**src/rtl/la_pkg.sv**
```systemverilog
// Shared types and constants for the logic-analyzer trace drain controller.
// Trace entries are {rpt[7:0], data[23:0]}.
package la_pkg;

    typedef enum logic [1:0] {
        IDLE  = 2'd0,
        BURST = 2'd1,
        FLUSH = 2'd2
    } la_state_e;

    localparam logic [1:0] TUSER_NONE  = 2'b00;
    localparam logic [1:0] TUSER_FLUSH = 2'b01;
    localparam logic [1:0] TUSER_TMO   = 2'b10;

    // RLE entry field offsets
    localparam int unsigned RPT_MSB  = 31;
    localparam int unsigned RPT_LSB  = 24;
    localparam int unsigned DATA_MSB = 23;
    localparam int unsigned DATA_LSB = 0;

    // Beat counter width (matches the 7-bit cfg_pop_cond)
    localparam int unsigned     CNT_W   = 7;
    localparam logic [CNT_W-1:0] CNT_MAX = '1;

    // Clamp a FIFO level to what the beat counter can represent
    function automatic logic [CNT_W-1:0] sat_cnt(input int unsigned v);
        logic [CNT_W-1:0] r;
        if (v > 32'(CNT_MAX)) begin
            r = CNT_MAX;
        end else begin
            r = v[CNT_W-1:0];
        end
        return r;
    endfunction

endpackage

```
**src/rtl/la_drain_ctrl_if.sv**
```systemverilog
// AXI-Stream master link between the LA drain controller and the fabric.
interface la_drain_ctrl_if #(
    parameter int unsigned pDATA_WIDTH = 32
);
    logic [pDATA_WIDTH-1:0] tdata;
    logic                   tvalid;
    logic                   tlast;
    logic [1:0]             tuser;
    logic                   tready;

    modport master (output tdata, output tvalid, output tlast, output tuser, input tready);
    modport slave  (input tdata, input tvalid, input tlast, input tuser, output tready);
endinterface

```
**src/rtl/la_hpri_hyst.sv**
```systemverilog
// High-priority request with hysteresis on the FIFO level; set wins over clear.
module la_hpri_hyst #(
    parameter int unsigned pLVL_W = 7
) (
    input  logic              axi_clk,
    input  logic              axi_reset_n,
    input  logic [pLVL_W-1:0] level,
    input  logic [6:0]        h_thresh,
    input  logic [6:0]        l_thresh,
    input  logic              force_clr,
    output logic              hpri
);
    localparam int unsigned CW = (pLVL_W > 7) ? pLVL_W : 7;

    logic [CW-1:0] lvl_x, h_x, l_x;
    logic          hpri_q, hpri_d;

    assign lvl_x = CW'(level);
    assign h_x   = CW'(h_thresh);
    assign l_x   = CW'(l_thresh);

    // Next request: forced clear, then set, then clear, else hold
    always_comb begin
        hpri_d = hpri_q;
        if (force_clr) begin
            hpri_d = 1'b0;
        end else if (lvl_x >= h_x) begin
            hpri_d = 1'b1;
        end else if (lvl_x <= l_x) begin
            hpri_d = 1'b0;
        end
    end

    // Request register
    always_ff @(posedge axi_clk or negedge axi_reset_n) begin
        if (!axi_reset_n) begin
            hpri_q <= 1'b0;
        end else begin
            hpri_q <= hpri_d;
        end
    end

    assign hpri = hpri_q;
endmodule

```
**src/rtl/la_drain_ctrl.sv**
```systemverilog
// Drain scheduler for the LA RLE trace FIFO: pops fixed-size bursts onto an
// AXIS master with TLAST on the final beat, flushes residue on capture
// disable, and raises a hysteretic high-priority request.
// Optional build macro: LA_DRAIN_TIMEOUT_EN (idle timeout emits partial bursts).
module la_drain_ctrl
    import la_pkg::*;
#(
    parameter int unsigned pDATA_WIDTH = 32,
    parameter int unsigned pLVL_W      = 7
`ifdef LA_DRAIN_TIMEOUT_EN
    ,
    parameter int unsigned pTIMEOUT    = 256
`endif
) (
    input  logic                   axi_clk,
    input  logic                   axi_reset_n,
    input  logic                   cfg_enable,
    input  logic [6:0]             cfg_h_thresh,
    input  logic [6:0]             cfg_l_thresh,
    input  logic [6:0]             cfg_pop_cond,
    input  logic [pLVL_W-1:0]      fifo_level,
    input  logic                   fifo_empty,
    input  logic [pDATA_WIDTH-1:0] fifo_rdata,
    output logic                   fifo_pop,
    la_drain_ctrl_if.master        m,
    output logic                   la_hpri_req,
    output logic                   sts_busy
);
    localparam int unsigned CW = (pLVL_W > CNT_W) ? pLVL_W : CNT_W;

    la_state_e              state_q, state_d;
    logic [CNT_W-1:0]       beats_q, beats_d;
    logic [CNT_W-1:0]       popped_q, popped_d;
    logic [1:0]             kind_q, kind_d;    // tuser of the burst in progress
    logic                   en_q;
    logic [pDATA_WIDTH-1:0] tdata_q;
    logic                   tvalid_q, tlast_q;
    logic [1:0]             tuser_q;

    logic [CNT_W-1:0] pc_eff, lvl_sat;
    logic [CW-1:0]    lvl_x, pc_x;
    logic             lvl_ge_pc, flush_req, pop_last, last_hs, tmo_fire;

    assign pc_eff    = (cfg_pop_cond == 7'd0) ? 7'd1 : cfg_pop_cond;
    assign lvl_x     = CW'(fifo_level);
    assign pc_x      = CW'(pc_eff);
    assign lvl_ge_pc = (lvl_x >= pc_x);
    assign lvl_sat   = sat_cnt(32'(fifo_level));
    assign flush_req = (en_q && !cfg_enable) || (!cfg_enable && !fifo_empty);
    assign last_hs   = tvalid_q && m.tready && tlast_q;
    // In a flush the head word at level 1 is the last one available
    assign pop_last  = ((popped_q + 7'd1) == beats_q) ||
                       ((state_q == FLUSH) && (fifo_level == pLVL_W'(1)));

`ifdef LA_DRAIN_TIMEOUT_EN
    localparam int unsigned TMO_W = $clog2(pTIMEOUT) + 1;

    logic [TMO_W-1:0] tmo_q, tmo_d;
    logic             tmo_run;

    assign tmo_run  = (state_q == IDLE) && cfg_enable && !fifo_empty && !lvl_ge_pc;
    assign tmo_fire = tmo_run && (tmo_q == TMO_W'(pTIMEOUT - 1));
    assign tmo_d    = tmo_run ? (tmo_q + 1'b1) : '0;

    // Idle residue timer
    always_ff @(posedge axi_clk or negedge axi_reset_n) begin
        if (!axi_reset_n) begin
            tmo_q <= '0;
        end else begin
            tmo_q <= tmo_d;
        end
    end
`else
    assign tmo_fire = 1'b0;
`endif

    // FSM state, burst parameters and enable edge detector
    always_ff @(posedge axi_clk or negedge axi_reset_n) begin
        if (!axi_reset_n) begin
            state_q  <= IDLE;
            beats_q  <= '0;
            popped_q <= '0;
            kind_q   <= TUSER_NONE;
            en_q     <= 1'b0;
        end else begin
            state_q  <= state_d;
            beats_q  <= beats_d;
            popped_q <= popped_d;
            kind_q   <= kind_d;
            en_q     <= cfg_enable;
        end
    end

    // Next-state: burst decision in IDLE, return to IDLE on the TLAST handshake
    always_comb begin
        state_d  = state_q;
        beats_d  = beats_q;
        kind_d   = kind_q;
        popped_d = fifo_pop ? (popped_q + 7'd1) : popped_q;
        case (state_q)
            IDLE: begin
                popped_d = '0;
                if (cfg_enable && lvl_ge_pc) begin
                    state_d = BURST;
                    beats_d = pc_eff;
                    kind_d  = TUSER_NONE;
                end else if (flush_req && (lvl_x != '0)) begin
                    state_d = FLUSH;
                    beats_d = lvl_sat;
                    kind_d  = TUSER_FLUSH;
                end else if (tmo_fire) begin
                    state_d = BURST;
                    beats_d = lvl_sat;
                    kind_d  = TUSER_TMO;
                end
            end
            BURST, FLUSH: begin
                if (last_hs) begin
                    state_d = IDLE;
                end
            end
            default: state_d = IDLE;
        endcase
    end

    // FSM outputs: pop only when the output register is free or draining
    always_comb begin
        sts_busy = (state_q != IDLE);
        fifo_pop = sts_busy && (popped_q < beats_q) && !fifo_empty &&
                   (!tvalid_q || m.tready);
    end

    // AXIS output register; holds while stalled
    always_ff @(posedge axi_clk or negedge axi_reset_n) begin
        if (!axi_reset_n) begin
            tdata_q  <= '0;
            tvalid_q <= 1'b0;
            tlast_q  <= 1'b0;
            tuser_q  <= '0;
        end else if (fifo_pop) begin
            tdata_q  <= fifo_rdata;
            tvalid_q <= 1'b1;
            tlast_q  <= pop_last;
            tuser_q  <= kind_q;
        end else if (m.tready) begin
            tvalid_q <= 1'b0;
            tlast_q  <= 1'b0;
            tuser_q  <= '0;
        end
    end

    assign m.tdata  = tdata_q;
    assign m.tvalid = tvalid_q;
    assign m.tlast  = tlast_q;
    assign m.tuser  = tuser_q;

    la_hpri_hyst #(
        .pLVL_W (pLVL_W)
    ) u_hpri (
        .axi_clk     (axi_clk),
        .axi_reset_n (axi_reset_n),
        .level       (fifo_level),
        .h_thresh    (cfg_h_thresh),
        .l_thresh    (cfg_l_thresh),
        .force_clr   (!cfg_enable && fifo_empty),
        .hpri        (la_hpri_req)
    );
endmodule
```
**src/flat_wrapper.sv**
```systemverilog
// flat-port wrapper written by rule: the top's interface ports become plain ports
module la_drain_ctrl_flat import la_pkg::*;
#(
    parameter int unsigned pDATA_WIDTH = 32,
    parameter int unsigned pLVL_W      = 7

)
  (axi_clk, axi_reset_n, cfg_enable, cfg_h_thresh, cfg_l_thresh, cfg_pop_cond, fifo_level, fifo_empty, fifo_rdata, fifo_pop, la_hpri_req, sts_busy, m_tdata, m_tvalid, m_tlast, m_tuser, m_tready);
  la_drain_ctrl_if #(.pDATA_WIDTH(pDATA_WIDTH)) m_i ();
  input  logic axi_clk;
  input  logic axi_reset_n;
  input  logic cfg_enable;
  input  logic [6:0] cfg_h_thresh;
  input  logic [6:0] cfg_l_thresh;
  input  logic [6:0] cfg_pop_cond;
  input  logic [pLVL_W-1:0] fifo_level;
  input  logic fifo_empty;
  input  logic [pDATA_WIDTH-1:0] fifo_rdata;
  output logic fifo_pop;
  output logic la_hpri_req;
  output logic sts_busy;
  output wire logic [$bits(m_i.tdata)-1:0] m_tdata;
  output wire logic [$bits(m_i.tvalid)-1:0] m_tvalid;
  output wire logic [$bits(m_i.tlast)-1:0] m_tlast;
  output wire logic [$bits(m_i.tuser)-1:0] m_tuser;
  input wire logic [$bits(m_i.tready)-1:0] m_tready;
  assign m_tdata = m_i.tdata;
  assign m_tvalid = m_i.tvalid;
  assign m_tlast = m_i.tlast;
  assign m_tuser = m_i.tuser;
  assign m_i.tready = m_tready;
  la_drain_ctrl #(.pDATA_WIDTH(pDATA_WIDTH), .pLVL_W(pLVL_W)) u_core (.axi_clk(axi_clk), .axi_reset_n(axi_reset_n), .cfg_enable(cfg_enable), .cfg_h_thresh(cfg_h_thresh), .cfg_l_thresh(cfg_l_thresh), .cfg_pop_cond(cfg_pop_cond), .fifo_level(fifo_level), .fifo_empty(fifo_empty), .fifo_rdata(fifo_rdata), .fifo_pop(fifo_pop), .m(m_i), .la_hpri_req(la_hpri_req), .sts_busy(sts_busy));
endmodule
```
**config.mk**
```make
export PLATFORM = sky130hd
export DESIGN_NAME = la_drain_ctrl_flat
export DESIGN_NICKNAME = d
export VERILOG_FILES = /design/src/rtl/la_pkg.sv /design/src/rtl/la_drain_ctrl_if.sv /design/src/rtl/la_hpri_hyst.sv /design/src/rtl/la_drain_ctrl.sv /design/src/flat_wrapper.sv
export SDC_FILE = /design/constraint.sdc
export NUM_CORES = 1
export LEC_CHECK = 0
export ABC_AREA = 0
export CAP_MARGIN = 20
export CORE_MARGIN = 2
export CORE_UTILIZATION = 50
export DETAILED_ROUTE_END_ITERATION = 6
export DONT_BUFFER_PORTS = 1
export PLACE_DENSITY = 0.72
export SLEW_MARGIN = 5
export SYNTH_ARGS = -nofsm -noshare
export SYNTH_HDL_FRONTEND = slang
export SYNTH_SLANG_ARGS = --single-unit
```
**constraint.sdc**
```tcl
create_clock -name axi_clk -period 4.71 [get_ports axi_clk]
set_input_delay 0.942 -clock axi_clk [delete_from_list [all_inputs] [get_ports axi_clk]]
set_output_delay 0.942 -clock axi_clk [all_outputs]
set_load 0.01 [all_outputs]
```
==> results of run 1 <==
## critical path: stages, from the launching register on
cell     delay [ps]
dfrtp_1         480
ha_1            330
o21ai_1         120
a21oi_1          60
o31ai_1         380
and2_4          630
## power by group through the flow
stage,Clock (W),Combinational [W],Sequential [W]
3_3_place_gp,0,0.000502,0.000889
4_1_cts,0.000257,0.000527,0.000888
5_1_grt,0.000277,0.000595,0.000912
6_report,0.000252,0.000519,0.000881
2_1_floorplan,0,0.000460,0.000843
3_5_place_dp,0,0.000526,0.000899
## final cells by class
type / count / area [um2]
inverter: 34 / 127.6
multi-input combinational: 192 / 1545
fill: 552 / 2755
clock inverter: 2 / 13.76
tap: 75 / 93.84
clock buffer: 5 / 68.82
sequential: 54 / 1351
## kinds of logic (layout without fill, tap and decap cells)
logic type,count (synthesis),after routing
AOI/OAI and AO/OA,62,62
xor gates and xnor gates,6,6
adders and majority gates,31,31
buffers and inverters,43,41
DFF,54,54
muxes,35,35
other,1,1
and+or+nand+nor,57,57
## path summary, 6_finish.rpt
kind | startpoint | end | slack [ps]
max in group asynchronous | axi_reset_n | u_core.m.tdata[13] | 4280
worst min-delay path | axi_reset_n | u_core.m.tdata[25] | 320
worst min register to register | u_core.kind_q[0] | u_core.m.tuser[0] | 500
worst max-delay path | u_core.popped_q[2] | fifo_pop | 1440
min in group axi_clk | u_core.kind_q[0] | u_core.m.tuser[0] | 500
worst max register to register | u_core.popped_q[2] | u_core.popped_q[5] | 2030
## metrics by stage
stage                     hold WS [ps]  utilization (%)  instance area [um2]
after floorplan                  449.8                -                 3083
after CTS                        312.2            53.74                 3201
after detailed placement         487.0            52.35                 3118
final                            318.4            53.74                 3201
after global routing             298.7            53.74                 3201
after global placement           486.1            52.35                 3118
## registers in the layout, summed over array words and instances, names as in the netlist
name / flops
u_core.m.tvalid: 1
u_core.m.tuser: 1
u_core.popped_q: 7
u_core.m.tlast: 1
u_core.kind_q: 1
u_core.en_q: 1
u_core.u_hpri.hpri: 1
u_core.beats_q: 7
u_core.state_q: 2
u_core.m.tdata: 32
## placed cells by master, fill, tap and decap left out, drive strengths merged, types with 5 or more instances in the layout
master / instances
clkbuf: 5
nand3: 9
ha: 31
mux2: 33
nand2: 12
nor2: 14
a21oi: 10
o22ai: 7
o21ai: 11
a31oi: 10
nand2b: 9
dfrtp: 54
inv: 35
## routing by layer
metal	global-route usage, %	vias up
met2	32.82	49
met1	21.65	1034
li1	-	1019
met5	0	-
met4	5.574	0
met3	4.565	9
==> run summary, run 1 <==
status - complete, no violations
largest family of logic cells by synthesized area - compound AO/OA/AOI/OAI gates
worst vdd ir - 0.2935 mV
fin crit period - 3266 ps
final setup violation count - 0
Hold Crit Class - primary input to asynchronous set/reset pin
post-synthesis compound-gate area fraction - 13.64%
TritonCTS Sinks - 54
Clock power frac - 15.2%
Distinct cells, synth - 46
maximum capacitance violations - 0
ys async rst share - 100.0%
Core Box Area - 5956 um2
Post-synth top flop - dfrtp_1
Synth warnings - 0
gr ovfl total - 0
std cell rows - 28
layout cells sized above 1 - 14.98%
Pwr Total - 0.001652 W
Worst slew margin - 32.65%
Initial DRC Count - 114
WL met2 - 3325 um
wire length per cell - 16.87 um
largest net degree at the start of global routing - 55
M1 wire length - 2401 um
post-synthesis cell count - 289
fmax - 306.2 MHz
Simple-Gate Fraction of Synth Area - 9.375%
worst r2r path cells - 7
ant diodes - 0
Post-CTS Setup Bufs - 0
routability cong. - 0.8224
Sw Share - 37.36%
Post-Synth Adder-Cell Area - 12.58%
Met3 Wirelength - 285 um
Worst Tran Pin Value - 1009 ps
CP endpoint kind - output pin
Post-Syn Area - 3083 um2
DRT Pass-1 Iters - 4
logic gate share of total power - 31.4%
Vias per Instance - 5.831
leading area contributor after synthesis - dfrtp_1
cell leakage power - 1.556 nW
post-synthesis mux area share - 12.70%
Die Wd - 82.53 um
Post-synth top cells - 54 x dfrtp_1, 34 x inv_1, 33 x mux2_2
Post-Synth XOR/XNOR Area - 1.705%
Crit Path Max Fanout - 48
post-DP HPWL - 4798 um
Area Growth Syn to Fin - 3.815%
Ports - 104
Hold Buf Count CTS - 0
CTS resizes - 0
Final Net Count - 383
Synth Area per Inst - 10.67 um2
most frequent cell after synthesis - dfrtp_1
post-synthesis sequential area ratio - 43.83%
Critical Path Start Type - flip-flop
global-route wire length before repair - 9646 um
Slew Viols, Final - 0
sequential power share - 53.3%
Yosys reg bits - 54
RSZ-0062 raised after global routing - false
Data required, critical path - 3770 ps
WP data arrival - 2320 ps
vias in the first global route - 2140
crit path kind - flip-flop to output pin
placed insts - 355
clock latency at the later pin of the worst-skew pair - 310 ps
Clock transition at path regs - 100 ps
CTS Buf Count - 5
ranking of synthesized cells by area - dfrtp_1 44%, ha_1 13%, mux2_2 12%, inv_1 4.1%, a31oi_1 2.0%
H-tree depth - 2
final period utilization - 69.34%
clk buf depth - 2
Yosys top cell area share - 43.83%
ANT nets after route - 0
Die Height - 82.53 um
PD cells - 516.2 nW/um2
Worst Clk Skew - 8.441 ps
gr usage total - 18.36%
final WL - 6106 um
die area - 6810 um2
Root Driver - clkbuf_8
final hold vios - 0
initial antenna violation count - 0
Initial Util - 51.76%
dpl ws - 1648 ps
DR DRC count - 0
switching power - 0.0006172 W
Post-synth EDFFs - 0
via count of the routed design - 2111
fin worst setup slack - 1444 ps
internal power - 0.001035 W
top sig layer - met4
TNS Setup - 0 ps
Final Non-Filler Cells - 362
CTS tree - built
port bufs - 0
Syn Nets - 385
Power figures use the tool's default switching activity.
==> run 2, diff against run 1 <==
==> constraint.sdc (replaced) <==
create_clock -name axi_clk -period 3.4 [get_ports axi_clk]
set_input_delay 0.68 -clock axi_clk [delete_from_list [all_inputs] [get_ports axi_clk]]
set_output_delay 0.68 -clock axi_clk [all_outputs]
set_load 0.01 [all_outputs]
==> run summary, run 2 (synthesis gave the netlist of run 1 again) <==
Die Height - 82.53 um (unchanged)
Initial DRC Count - 109 (-4.4%)
CP bufs+invs - 0 (unchanged)
crit path kind - flip-flop to output pin
maximum capacitance violations - 0 (unchanged)
kind of cell adding the most delay to the critical path - simple AND/OR/NAND/NOR gates
routability cong. - 0.8852 (+7.6%)
Slew Viols, Final - 0 (unchanged)
CTS resizes - 0 (unchanged)
port bufs - 0 (unchanged)
final core utilization - 54.52% (+0.78 points)
H-tree depth - 2 (unchanged)
Critical-path top delay cell - and2_4
gr ovfl total - 0 (unchanged)
final WL - 6246 um (+2.3%)
Initial Util - 51.76% (unchanged)
PD cells - 740.9 nW/um2 (+44%)
most common cell after layout, fill and taps aside - dfrtp_1
crit-path cells - ha_1, o21ai_1, a21oi_1, o31ai_1, and2_4
Ports - 104 (unchanged)
CTS tree - built
Hold Crit Class - primary input to asynchronous set/reset pin
wire length per cell - 17.16 um (+1.7%)
R2R Path End - u_core.m.tdata[25]
ant diodes - 0 (unchanged)
fillers - 530 (-4.0%)
worst r2r path cells - 7 (unchanged)
TritonCTS Sinks - 54 (unchanged)
Pwr Total - 0.002406 W (+46%)
final setup violation count - 0 (unchanged)
ANT nets after route - 0 (unchanged)
Data required, critical path - 2720 ps (-1050 ps)
global-route wire length before repair - 9570 um (-0.79%)
Post-CTS Setup Bufs - 0 (unchanged)
vias in the first global route - 2090 (-2.3%)
Crit Path Max Fanout - 42 (-13%)
cell leakage power - 1.579 nW (+1.5%)
Worst Clk Skew - 6.978 ps (-1.463 ps)
Vias per Instance - 5.882 (+0.86%)
via count of the routed design - 2141 (+1.4%)
commonest cells after routing, fill and taps aside - 54 x dfrtp_1, 34 x inv_1, 33 x mux2_2, 31 x ha_1, 13 x nor2_1
Hold Buf Count CTS - 0 (unchanged)
CP endpoint kind - output pin
flop2flop setup slack - 760 ps (-1270 ps)
final period utilization - 85.61%
Worst Tran Pin Value - 1032 ps (+22.63 ps)
Reg area - 1351 um2 (unchanged)
RSZ-0062 raised after global routing - false
fin crit period - 2911 ps
status - complete, no violations
clk buf depth - 2 (unchanged)
Largest register FFs - 32 (unchanged)
CTS Buf Count - 5 (unchanged)
DRT Pass-1 Iters - 4 (unchanged)
reg-to-reg startpoint - u_core.popped_q[2]
worst vdd ir - 0.3937 mV (+34%)
fmax - 343.6 MHz
WP data arrival - 2230 ps (-90 ps)
Critical Path Start Type - flip-flop
Die Wd - 82.53 um (unchanged)
DR DRC count - 0 (unchanged)
TNS Setup - 0 ps (unchanged)
area of the multi-input gates - 1545 um2 (unchanged)
Final Net Count - 384 (+0.26%)
die area - 6810 um2 (unchanged)
final hold vios - 0 (unchanged)
Core Box Area - 5956 um2 (unchanged)
max incr delay on CP - 570 ps (-60 ps)
largest net degree at the start of global routing - 55 (unchanged)
initial antenna violation count - 0 (unchanged)
post-DP HPWL - 4906 um (+2.3%)
gr usage total - 18.32% (-0.032 points)
Clock transition at path regs - 100 ps (about the same)
Worst slew margin - 31.14% (-1.5 points)
Area Growth Syn to Fin - 5.316%
clock latency at the later pin of the worst-skew pair - 310 ps (about the same)
Root Driver - clkbuf_8
layout cells sized above 1 - 15.57% (+0.59 points)
std cell rows - 28 (unchanged)
run 2: changes by cell type in the layout (fill, tap and decap cells not counted), sizes merged:
cell	change
buf	+1
clkinv	-1
clkbuf	+1
bufinv	+1
run 2: worst register-to-register path: cells and delay by family (launching register included):
kind | cells | cell delay (ps)
flops | 1 | 490
buf+inv | 1 | 260
compound gates | 3 | 530
mux | 1 | 350
fa+ha+maj | 1 | 330
simple gates | 1 | 570
run 2: final cells by class:
type	instances	area share (%)
Clock buffer	6	2.543
Multi-Input combinational cell	192	47.59
Sequential cell	54	41.62
Timing Repair Buffer	1	0.2312
Inverter	34	3.931
Clock inverter	2	1.195
Tap cell	75	2.890
run 2: metal layers:
layer / global-route usage (%) / vias up / part of all wire, % / wire length, um
met4: 4.918 / 0 / 1.1 / 70
met2: 34.03 / 65 / 54 / 3377
met3: 3.587 / 8 / 4.9 / 303
met1: 21.41 / 1045 / 40 / 2494
met5: 0 / - / 0 / 0
li1: - / 1023 / - / -
run 2: where the power goes:
group	switching [W]	leakage (nW)	total [W]	internal, W
registers	0.000301	0.652	0.00122	0.000917
clock network	0.000218	0.0618	0.000461	0.000243
logic	0.000348	0.865	0.000727	0.000379
run 2: how the worst max path moves through the flow:
stage / from / to / cells after the start
final: u_core.popped_q[2] / fifo_pop / 5
after global routing: u_core.popped_q[2] / fifo_pop / 5
after CTS: u_core.popped_q[2] / fifo_pop / 5
after detailed placement: cfg_pop_cond[5] / u_core.beats_q[5] / 10
after global placement: cfg_pop_cond[5] / u_core.beats_q[4] / 10
after floorplan: u_core.popped_q[6] / fifo_pop / 6
run 2: metrics by stage:
step / std cells / hold slack (ps) / setup WS, ps / cell area [um2]
final: 364 / 53.77 / 489.3 / 3247
after global routing: 364 / 36.27 / 277.2 / 3247
after CTS: 364 / 53.15 / 467.9 / 3247
after detailed placement: 356 / 386.0 / 601.4 / 3126
after global placement: 356 / 386.1 / 711.7 / 3126
after floorplan: 289 / 384.4 / 983.7 / 3083
==> run 3, diff against run 2 <==
--- a/config.mk
+++ b/config.mk
@@ -12,7 +12,7 @@
 export DETAILED_ROUTE_END_ITERATION = 6
 export DONT_BUFFER_PORTS = 1
 export PLACE_DENSITY = 0.72
-export SLEW_MARGIN = 5
+export SLEW_MARGIN = 20
 export SYNTH_ARGS = -nofsm -noshare
 export SYNTH_HDL_FRONTEND = slang
 export SYNTH_SLANG_ARGS = --single-unit
==> results of run 3 <==
Final layout, timing and power as in run 2 (identical DEF).
